File: src/rtl/alu64_if.sv
// Operand/result bundle between the execute-stage controller and the ALU.
// The master drives the operands and opcode, and the slave returns the registered result.
interface alu64_if #(
    parameter int WIDTH = 64
);
    logic [WIDTH-1:0] a;
    logic [WIDTH-1:0] b;
    logic [3:0]       control;
    logic [WIDTH-1:0] result;
    logic             zero;

    modport master (
        output a,
        output b,
        output control,
        input  result,
        input  zero
    );

    modport slave (
        input  a,
        input  b,
        input  control,
        output result,
        output zero
    );
endinterface

File: src/rtl/alu64.sv
// Registered integer ALU for the execute stage: AND/OR/ADD/SUB/pass-B/NOR with a zero flag.
// One operation per cycle, one-cycle latency, synchronous active-high reset.
module alu64 #(
    parameter int WIDTH = 64
) (
    input  logic   clk,
    input  logic   reset,
    alu64_if.slave bus
);
    localparam logic [3:0] OP_AND  = 4'b0000;
    localparam logic [3:0] OP_OR   = 4'b0001;
    localparam logic [3:0] OP_ADD  = 4'b0010;
    localparam logic [3:0] OP_SUB  = 4'b0110;
    localparam logic [3:0] OP_PASS = 4'b0111;
    localparam logic [3:0] OP_NOR  = 4'b1100;

    logic [WIDTH-1:0] next_result_s;
    logic             next_zero_s;
    logic [WIDTH-1:0] result_r;
    logic             zero_r;

    function automatic logic is_zero(input logic [WIDTH-1:0] value);
        return (value == {WIDTH{1'b0}});
    endfunction

    // Operation decode; unlisted codes yield zero so branch logic sees a defined value.
    always_comb begin
        next_result_s = {WIDTH{1'b0}};
        case (bus.control)
            OP_AND:  next_result_s = bus.a & bus.b;
            OP_OR:   next_result_s = bus.a | bus.b;
            OP_ADD:  next_result_s = bus.a + bus.b;
            OP_SUB:  next_result_s = bus.a - bus.b;
            OP_PASS: next_result_s = bus.b;
            OP_NOR:  next_result_s = ~(bus.a | bus.b);
            default: next_result_s = {WIDTH{1'b0}};
        endcase
        next_zero_s = is_zero(next_result_s);
    end

    // Output register; zero comes from the same value being captured so the pair never disagrees.
    always_ff @(posedge clk) begin
        if (reset) begin
            result_r <= {WIDTH{1'b0}};
            zero_r   <= 1'b1;
        end else begin
            result_r <= next_result_s;
            zero_r   <= next_zero_s;
        end
    end

    assign bus.result = result_r;
    assign bus.zero   = zero_r;
endmodule

File: src/flat_wrapper.sv
// flat-port wrapper written by rule: the top's interface ports become plain ports
module alu64_flat 
#(
    parameter int WIDTH = 64
)
  (clk, reset, bus_a, bus_b, bus_control, bus_result, bus_zero);
  alu64_if #(.WIDTH(WIDTH)) bus_i ();
  input  logic clk;
  input  logic reset;
  input wire logic [$bits(bus_i.a)-1:0] bus_a;
  input wire logic [$bits(bus_i.b)-1:0] bus_b;
  input wire logic [$bits(bus_i.control)-1:0] bus_control;
  output wire logic [$bits(bus_i.result)-1:0] bus_result;
  output wire logic [$bits(bus_i.zero)-1:0] bus_zero;
  assign bus_i.a = bus_a;
  assign bus_i.b = bus_b;
  assign bus_i.control = bus_control;
  assign bus_result = bus_i.result;
  assign bus_zero = bus_i.zero;
  alu64 #(.WIDTH(WIDTH)) u_core (.clk(clk), .reset(reset), .bus(bus_i));
endmodule
File: config.mk
export PLATFORM = sky130hd
export DESIGN_NAME = alu64_flat
export DESIGN_NICKNAME = d
export VERILOG_FILES = /design/src/rtl/alu64_if.sv /design/src/rtl/alu64.sv /design/src/flat_wrapper.sv
export SDC_FILE = /design/constraint.sdc
export NUM_CORES = 1
export LEC_CHECK = 0
export CORE_AREA = 2 2 135 137
export CTS_CLUSTER_DIAMETER = 50
export CTS_CLUSTER_SIZE = 25
export DETAILED_ROUTE_END_ITERATION = 16
export DIE_AREA = 0 0 137 139
export PLACE_DENSITY = 0.95
export SLEW_MARGIN = 20
export SYNTH_ARGS = -nofsm -noshare
export SYNTH_HDL_FRONTEND = slang
export SYNTH_SLANG_ARGS = --single-unit
File: constraint.sdc
create_clock -name clk -period 18.4 [get_ports clk]
set_input_delay 3.68 -clock clk [delete_from_list [all_inputs] [get_ports clk]]
set_output_delay 3.68 -clock clk [all_outputs]
set_load 0.05 [all_outputs]
# Word level (Yosys, flattened, before mapping)
# Index checks and enable logic that the tools add are counted.
# totals
output_inout_bits	65
register_bits	65
inputBits	134
# classes
n_addsub	2
muxes	1
bitwise	3
n_reduce_logical	2
eq_ne	5
# op_table
op	n
$pmux 64 s6	1
$add 64x64->64	1
$and 64x64->64	1
$logic_not 64->1	1
$not 64->64	1
$or 64x64->64	1
$sub 64x64->64	1
$eq 4x3->1 const B	2
$eq 4x1->1 const B	1
$eq 4x2->1 const B	1
$eq 4x4->1 const B	1
$logic_not 4->1	1

# Depth between registers and ports, before layout
# Gate-level depths: netlist of the first run.
# logic_depth
word_depth	4
mapped_depth	25
ltp_nobuf	25

# Worst setup path before layout of the first run
# No wires, ideal clock.
# synth_timing
path_kind	input-to-reg
startpoint	input port bus_b[5]
endpoint	register u_core.zero_r (netlist: u_core.bus.zero)
slack_ns	9.563
cell_stages	19
n_path_buf	1
arrival_time_ns	8.776
path_cell_list	or3_4 > or4_4 > or4b_2 > o41ai_1 > xor2_1 > ha_1 > clkbuf_1 > nand4_1 > or2_2 > o22a_1 > a31oi_1 > nor2b_1 > o21ai_0 > xor2_1 > or4_1 > a2111oi_0 > nand3_1 > nor4_2 > a41o_1
# synth_between
elab_chain_len	4
word_cells_on_any_way	7
cone_classes	2 x add/sub; 1 x mux; 3 x bitwise; 1 x reduce/logical
# synth_rtl
element	line	text
start: declaration	flat_wrapper.sv:11	input wire logic [$bits(bus_i.b)-1:0] bus_b;
branches (longest 2 deep; another with $sub 64x64->64)	n/a	
$pmux 64 s6 (*)	alu64.sv:29	case (bus.control)
$logic_not 64->1 (*)	alu64.sv:23	return (value == {WIDTH{1'b0}});
end signal: assignment	alu64.sv:48	zero_r <= next_zero_s;
end: declaration	alu64.sv:20	logic zero_r;
# Mark *: on every way between the ends.
# A chain may end at the register's enable or synchronous reset.

# Worst setup path in the final report of the first run
# Ends and elaborated chain as after synthesis.

==> run_results.csv, run 1 <==
group,metric,value,unit
outcome,status,"finished clean",
setup_path,worst_ep_arrival_time,10.75,ns
synth,synthFlopType,"dfxtp_1",
setup_path,worst-setup-path-type,"in2reg",
floorplan,die_w,137,µm
grt,antenna_found_initial,1,
power_and_ir_drop,p_leak,4.56,nW
timing,period_share,56.9,%
drt,drc_errors,0,
drt,wl_met1,16400,µm
placement,dp_hpwl,31200,µm
drt,wl,41800,µm
grt,track_usage,42.3,%
clock_tree,postCtsSetupBuffers,0,
clock_tree,clk_pin_slew,0.06,ns
drt,top_layer,"met5",
drt,postRouteAntennaNets,0,
synth,synthCells,1453,
finish,n_antenna_cell,0,
timing,max_freq,95.4,MHz
placement,place_ws,7.79,ns
clock_tree,cts_tree,"done",
timing,setup_violations,0,
clock_tree,cts_root_buffer,"clkbuf_16",
finish,nets,1750,
clock_tree,clkSinkCount,65,
synth,ys_warn_count,0,
synth,synthDistinctLibCells,83,
grt,grt_max_degree,66,
timing,fin_tns_setup,0,ns
grt,grt_pass1_wl,63800,µm
synth,synth_area_per_cell,6.95,µm²
timing,max_slew_margin,24.4,%
clock_tree,htreeDepth,3,
timing,fin_ws,7.92,ns
clock_tree,clockBufferDepth,2,
finish,syn2layout_area_growth,21.0,%
grt,grt_pass1_vias,11500,
floorplan,die_h,139,µm
timing,slew_viol_final,0,
drt,drt_iter0_markers,1758,
drt,wire_per_inst,23.5,µm
synth,ys_seq_elements,65,
synth,synth_nets,1654,
clock_tree,postCtsResizedCells,0,
timing,rsz0062_at_grt,"false",
grt,grt.overflow.total,0,
floorplan,start_util,57.2,%
synth,synth_edf_count,0,
setup_path,cp-start-kind,"input pin",
placement,place_congestion,1.05,
timing,worst_slew_pin_slew,1.11,ns
finish,fill_cells,1504,
min_path,min_path_type,"in2reg",
floorplan,core_area,0.0177,mm²
drt,dr_wl_met2,18000,µm
run,cap_violations,0,
drt,viasPerCell,7.06,
floorplan,dieArea,0.0190,mm²
placement,io_buffers,198,
drt,drt-pass1-iter-count,6,
drt,via_count,12600,
timing,hold_viol,0,
finish,layout-drive-gt1-share,3.35,%
synth,async_reset_ff_share,0,%
power_and_ir_drop,power_density,56.9,mW/mm²
timing,finalWorstPathRequiredPeriod,10.48,ns
power_and_ir_drop,ir_drop,0.0626,mV
drt,dr_wl_met3,5610,µm
setup_path,crit_required,18.68,ns
finish,fin_util,69.2,%
synth,seq_area_frac_synth,12.9,%
floorplan,io_pins,199,
floorplan,core.rowCount,49,
clock_tree,numCtsBuffers,9,
setup_path,worstSetupEndpointType,"register",
clock_tree,holdBufCountCts,0,
setup_path,path_max_fanout,6,
synth,netlist_area,0.0101,mm²
## cell type report
| cell class | count | area [µm²] | area share, % |
|---|---|---|---|
| multi-input combinational | 1250 | 8260 | 67.6 |
| timing repair buffer | 209 | 2050 | 16.8 |
| sequential | 65 | 1300 | 10.6 |
| tap | 229 | 287 | 2.34 |
| clock buffer | 11 | 233 | 1.90 |
| inverter | 14 | 52.6 | 0.430 |
| clock inverter | 5 | 32.5 | 0.266 |
## critical path: stages
cell and delay (ns):
clkdlybuf4s50_1 0.52, or3_4 0.44, nor4_1 0.66, nand2_1 0.11, nor2_1 0.21, nand3_1 0.29
or3_1 0.56, o21ai_1 0.32, o21a_1 0.25, o21ai_1 0.15, xnor2_1 0.16, ha_1 0.37
nand2_1 0.12, nor2_1 0.05, a211o_1 0.29, a211oi_1 0.24, o31a_1 0.28, o31ai_1 0.11
nor4_1 0.46, nand4_1 0.19, a2111oi_0 0.55, nand3_1 0.25, nor4_2 0.30, a41o_1 0.19
## cell families after synthesis
family,after synthesis,synth area share (%)
buf+inv,138,5.50
xor+xnor,107,9.28
mux,5,0.496
fa+ha+maj,116,13.2
compound gates,498,33.4
simple gates,524,25.2
flops,65,12.9
## cells in the final DEF (no fill, tap or decap), drive strengths merged, types with 15 or more instances in the layout
cell / instances
a21oi: 132
maj3: 49
a221oi: 22
o31ai: 16
dfxtp: 65
o21a: 17
a22oi: 26
clkdlybuf4s50: 195
nand3: 30
xnor2: 58
nor2: 180
o21ai: 96
a22o: 72
or3: 15
xor2: 49
a21o: 18
nor2b: 25
nand4: 33
nor3: 32
nand2: 128
ha: 66
nand2b: 16
## power by group
group | internal [W] | switching [W]
logic | 0.000144 | 0.000244
registers | 0.000149 | 0.00000243
clock network | 0.0000907 | 0.0000651
total | 0.000384 | 0.000312
## final timing paths
check,end,slack [ns],cells after the start,start
worst max-delay path,u_core.bus.zero,7.92,24,bus_b[5]
worst min-delay path,u_core.bus.result[48],3.89,2,reset
## state kept, by name (all words and copies together) (netlist names)
register	flops
u_core.bus.result	64
u_core.bus.zero	1
## through the flow
| step | instances | total power [W] | hold WS (ns) | cell area [µm²] |
|---|---|---|---|---|
| after global routing | 1783 | 0.000721 | 3.91 | 12200 |
| after CTS | 1783 | 0.000681 | 4.12 | 12200 |
| final | 1783 | 0.000696 | 3.89 | 12200 |
| after global placement | 1767 | 0.000521 | 4.41 | 12000 |
| after floorplan | 1453 | 0.000399 | 3.93 | 10100 |
| after detailed placement | 1767 | 0.000526 | 4.44 | 12000 |
## metal layers
layer / vias to the layer above / global-route usage (%)
li1: 5610 / -
met2: 1056 / 64.7
met3: 172 / 9.43
met1: 5752 / 57.9
met5: - / 0
met4: 2 / 15.6
## synth_stat cells, drive strengths merged, types with 32 or more instances
cell	instances	area [µm²]
nand2	128	480
nand4	33	206
xor2	49	429
nor2	180	692
clkbuf	99	375
ha	66	826
nor3	32	160
o21ai	96	480
a21oi	132	661
dfxtp	65	1300
xnor2	58	508
maj3	49	490
a22o	72	632
(Power assumes the default switching activity.)
==> run 2: changes to the inputs <==
- CORE_AREA: 2 2 135 137 -> 2 2 140 142
- DIE_AREA: 0 0 137 139 -> 0 0 142 144
- PLACE_DENSITY: 0.95 -> 0.9
- clock period: 18.4 -> 10.95 ns (I/O delays scaled with it)
==> run_results.csv, run 2 (synthesized netlist as in run 1, its figures left out) <==
group,metric,value,unit
finish,nets,1752,
drt,drc_errors,0,
timing,rsz0062_at_grt,"false",
floorplan,core_area,0.0191,mm²
clock_tree,clockBufferDepth,2,
setup_path,cpPeakStageDelay,0.66,ns
placement,dp_cells,1778,
floorplan,core.rowCount,51,
floorplan,io_pins,199,
floorplan,die_h,144,µm
min_path,hold_start,"reset",
timing,hold_viol,0,
power_and_ir_drop,ir_drop,0.0655,mV
placement,place_area,0.0120,mm²
grt,grt_pass1_vias,11000,
drt,viasPerCell,6.93,
finish,instances_no_fill,1795,
clock_tree,clkSinkCount,65,
setup_path,worst_ep_arrival_time,9.33,ns
floorplan,start_util,52.9,%
min_path,min_path_type,"in2reg",
setup_path,worst-setup-path-type,"in2reg",
finish,layout-drive-gt1-share,3.53,%
timing,setup_violations,0,
finish,syn2layout_area_growth,21.7,%
grt,grt_pass1_wl,62200,µm
setup_path,worstSetupEndpointType,"register",
finish,fill_cells,1712,
placement,place_congestion,1.04,
clock_tree,clk_pin_slew,0.06,ns
drt,via_count,12400,
min_path,worstHoldEndpoint,"u_core.bus.result[60]",
clock_tree,holdBufCountCts,0,
clock_tree,postCtsSetupBuffers,0,
grt,grt.overflow.total,0,
clock_tree,cts_tree,"done",
drt,wire_per_inst,22.9,µm
placement,io_buffers,198,
setup_path,cp_cell_sequence,"clkdlybuf4s50_1 > or3_4 > nor4_1 > nand2_1 > nor2_1 > nand3_1 > or3_1 > o21ai_1 > o21a_1 > o21ai_1 > xnor2_1 > ha_1 > nand2_1 > nor2_1 > a211o_1 > a211oi_1 > o31a_1 > o31ai_1 > nor4_1 > nand4_1 > a2111oi_0 > nand3_1 > nor4_2 > a41o_1",
timing,period_share,82.7,%
timing,fin_tns_setup,0,ns
drt,wl,41100,µm
setup_path,path_max_fanout,6,
run,cap_violations,0,
grt,antenna_found_initial,1,
power_and_ir_drop,power_density,97.5,mW/mm²
timing,max_slew_margin,28.5,%
timing,finalWorstPathRequiredPeriod,9.06,ns
drt,postRouteAntennaNets,0,
clock_tree,postCtsResizedCells,0,
drt,drt_iter0_markers,1741,
grt,grt_max_degree,66,
grt,track_usage,38.4,%
timing,slew_viol_final,0,
clock_tree,numCtsBuffers,9,
setup_path,crit_required,11.22,ns
outcome,status,"finished clean",
min_path,holdPathStages,3,
clock_tree,cts_root_buffer,"clkbuf_16",
setup_path,crit_path_top_delay_cell,"nor4_1",
setup_path,cp-start-kind,"input pin",
power_and_ir_drop,p_leak,4.59,nW
finish,largest_reg_flops,64,
finish,stdcell_area,0.0123,mm²
clock_tree,htreeDepth,3,
floorplan,dieArea,0.0204,mm²
placement,dp_hpwl,31400,µm
timing,worst_slew_pin_slew,1.07,ns
finish,final_cell_mix,"195 x clkdlybuf4s50_1, 178 x nor2_1, 132 x a21oi_1",
drt,drt-pass1-iter-count,8,
timing,max_freq,110,MHz
finish,layout_commonest_cell,"clkdlybuf4s50_1",
floorplan,die_w,142,µm
## run 2: cell count changes in the layout (fill, tap and decap cells not counted), sizes merged
| cell | before | now |
|---|---|---|
| buf | 14 | 16 |
| bufinv | 0 | 1 |
| clkbuf | 11 | 12 |
| clkinvlp | 3 | 1 |
| diode | 0 | 1 |
## run 2: how the worst max path moves through the flow
stage,slack [ns],end,start,cells past startpoint
2_1_floorplan,3.60,u_core.bus.zero,bus_b[5],19
3_3_place_gp,1.92,u_core.bus.zero,bus_b[5],24
3_5_place_dp,1.83,u_core.bus.zero,bus_b[4],24
4_1_cts,2.17,u_core.bus.zero,bus_b[5],24
5_1_grt,1.66,u_core.bus.zero,bus_b[4],24
6_report,1.89,u_core.bus.zero,bus_b[4],24
## run 2: worst max-delay path, delay by kind of cell
kind                       cells  cell delay (ns)
and+or+nand+nor               12             3.61
AOI/OAI and AO/OA              9             2.44
buffers and inverters          1             0.53
adders and majority gates      1             0.34
xor gates and xnor gates       1             0.21
## run 2: metrics by stage
step / util [%] / hold WS [ns] / total power (W) / worst slack [ns]
final: 64.4 / 2.51 / 0.00120 / 1.89
after global placement: 62.8 / 2.83 / 0.000878 / 1.92
after CTS: 64.4 / 2.49 / 0.00118 / 2.17
after global routing: 64.4 / 2.54 / 0.00125 / 1.66
after floorplan: - / 2.44 / 0.000671 / 3.60
after detailed placement: 62.8 / 2.83 / 0.000884 / 1.83
## run 2: routing by layer
layer | global-route usage, % | part of all wire (%)
met5 | 0 | 0.029
met4 | 13.5 | 3.7
met3 | 5.89 | 11
met2 | 60.9 | 44
met1 | 53.1 | 41
## run 2: power breakdown
part / internal (W) / switching [W] / leakage (nW)
clock network: 0.000189 / 0.000108 / 0.149
logic: 0.000242 / 0.000406 / 3.91
registers: 0.000251 / 0.00000404 / 0.531
## run 2: layout make-up
type,instances,area (µm²),area share (%)
repair buffers,211,2060,16.8
well taps,238,298,2.42
diodes,1,2.50,0.0204
clock buffers,12,256,2.09
clock inverters,4,51.3,0.417
inverters,14,52.6,0.428
flip-flops and latches,65,1300,10.6
multi-input cells,1250,8270,67.2
==> run 3: changes to the inputs <==
- CORE_AREA: 2 2 140 142 -> 2 2 147 149
- DIE_AREA: 0 0 142 144 -> 0 0 149 151
- PLACE_DENSITY: 0.9 -> 0.86
- clock period: 10.95 -> 8 ns (I/O delays scaled with it)
==> run_results.csv, run 3 (synthesized netlist as in run 1, its figures left out) <==
group,metric,value,unit
clock_tree,htreeDepth,3,
setup_path,critPathLaunch,"bus_b[4]",
timing,setup_violations,0,
grt,track_usage,35.8,%
finish,n_antenna_cell,0,
timing,max_slew_margin,35.0,%
clock_tree,clockBufferDepth,2,
setup_path,cp-start-kind,"input pin",
finish,layout_commonest_cell,"clkdlybuf4s50_1",
floorplan,dieArea,0.0225,mm²
timing,slew_viol_final,0,
drt,drt_iter0_markers,1432,
timing,finalWorstPathRequiredPeriod,7.71,ns
timing,rsz0062_at_grt,"false",
power_and_ir_drop,p_leak,4.83,nW
placement,io_buffers,198,
floorplan,die_h,151,µm
min_path,min_path_type,"in2reg",
floorplan,start_util,48.5,%
grt,grt.overflow.total,0,
outcome,status,"finished clean",
floorplan,core_area,0.0208,mm²
floorplan,core.rowCount,53,
floorplan,die_w,149,µm
drt,drc_errors,0,
drt,via_count,12400,
finish,syn2layout_area_growth,25.8,%
clock_tree,clk_pin_slew,0.06,ns
placement,dp_hpwl,32100,µm
setup_path,path_max_fanout,7,
finish,layout-drive-gt1-share,6.43,%
timing,max_freq,130,MHz
finish,nets,1799,
power_and_ir_drop,power_density,132,mW/mm²
setup_path,worstSetupEndpointType,"register",
finish,final_cell_mix,"195 x clkdlybuf4s50_1, 178 x nor2_1, 132 x a21oi_1",
grt,grt_pass1_wl,63300,µm
clock_tree,cts_root_buffer,"clkbuf_16",
drt,drt-pass1-iter-count,6,
run,cap_violations,0,
clock_tree,cts_tree,"done",
setup_path,worst-setup-path-type,"in2reg",
min_path,hold_start,"reset",
timing,worst_slew_pin_slew,0.962,ns
grt,grt_pass1_vias,11500,
floorplan,io_pins,199,
placement,place_congestion,1.05,
grt,antenna_found_initial,0,
drt,wire_per_inst,21.8,µm
clock_tree,clkSinkCount,65,
placement,place_ws,-0.0148,ns
setup_path,worst_ep_arrival_time,7.99,ns
finish,largest_reg_flops,64,
power_and_ir_drop,total_power,0.00168,W
drt,postRouteAntennaNets,0,
timing,holdWs,1.91,ns
clock_tree,numCtsBuffers,9,
timing,hold_viol,0,
timing,fin_ws,0.291,ns
drt,viasPerCell,6.59,
setup_path,crit_required,8.28,ns
power_and_ir_drop,ir_drop,0.0799,mV
clock_tree,postCtsSetupBuffers,0,
timing,period_share,96.4,%
drt,wl,41000,µm
grt,grt_max_degree,66,
run 3: path summary, 6_finish.rpt:
check	to	cells past startpoint
min	u_core.bus.result[57]	3
max	u_core.bus.zero	24
run 3: timing repair:
item                                    CTS  global route
hold buffers                              0             0
endpoints found under the setup margin    0             1
gates resized for setup                   0             4
run 3: report_power, final:
group / switching (W) / internal (W) / total [W]
registers: 0.00000522 / 0.000343 / 0.000349
clock network: 0.000146 / 0.000273 / 0.000419
logic: 0.000559 / 0.000355 / 0.000915
run 3: worst max-delay path, cell delays in order:
cell and delay [ns]:
clkdlybuf4s50_1 0.52, or3_4 0.43, nor4_1 0.31, buf_4 0.20, nand2_1 0.06, nor2_1 0.20
nand3_1 0.23, or2_2 0.40, nor2_1 0.35, a31oi_1 0.16, xnor2_1 0.16, ha_1 0.37
a21o_1 0.22, a31o_2 0.22, a221oi_1 0.29, nand3_1 0.15, a311oi_1 0.28, o21ai_1 0.20
a21oi_1 0.29, xnor2_1 0.12, a221oi_1 0.63, and3_1 0.26, and4_1 0.18, a41o_1 0.15
run 3: final cells by class:
type | count | area [µm²]
Sequential cell | 65 | 1300
Clock inverter | 2 | 35.0
Fill cell | 1948 | 8120
Timing Repair Buffer | 258 | 2420
Clock buffer | 13 | 280
Multi-Input combinational cell | 1250 | 8270
Tap cell | 275 | 344
Inverter | 14 | 52.6
run 3: per-stage QoR:
stage	instances	TNS (ns)	area, µm²	util [%]
final	1877	0	12700	61.0
after global routing	1877	0	12700	61.0
after CTS	1877	0	12700	61.0
after detailed placement	1862	-0.0148	12400	59.4
after global placement	1862	-0.309	12400	59.4
after floorplan	1453	0	10100	-
run 3: metal layers:
layer | up-vias | GRT usage, % | part of all wire, %
met3 | 145 | 7.08 | 10
met2 | 773 | 56.2 | 43
met5 | - | 0 | 0
li1 | 5698 | - | -
met1 | 5750 | 47.6 | 42
met4 | 0 | 15.8 | 4.5
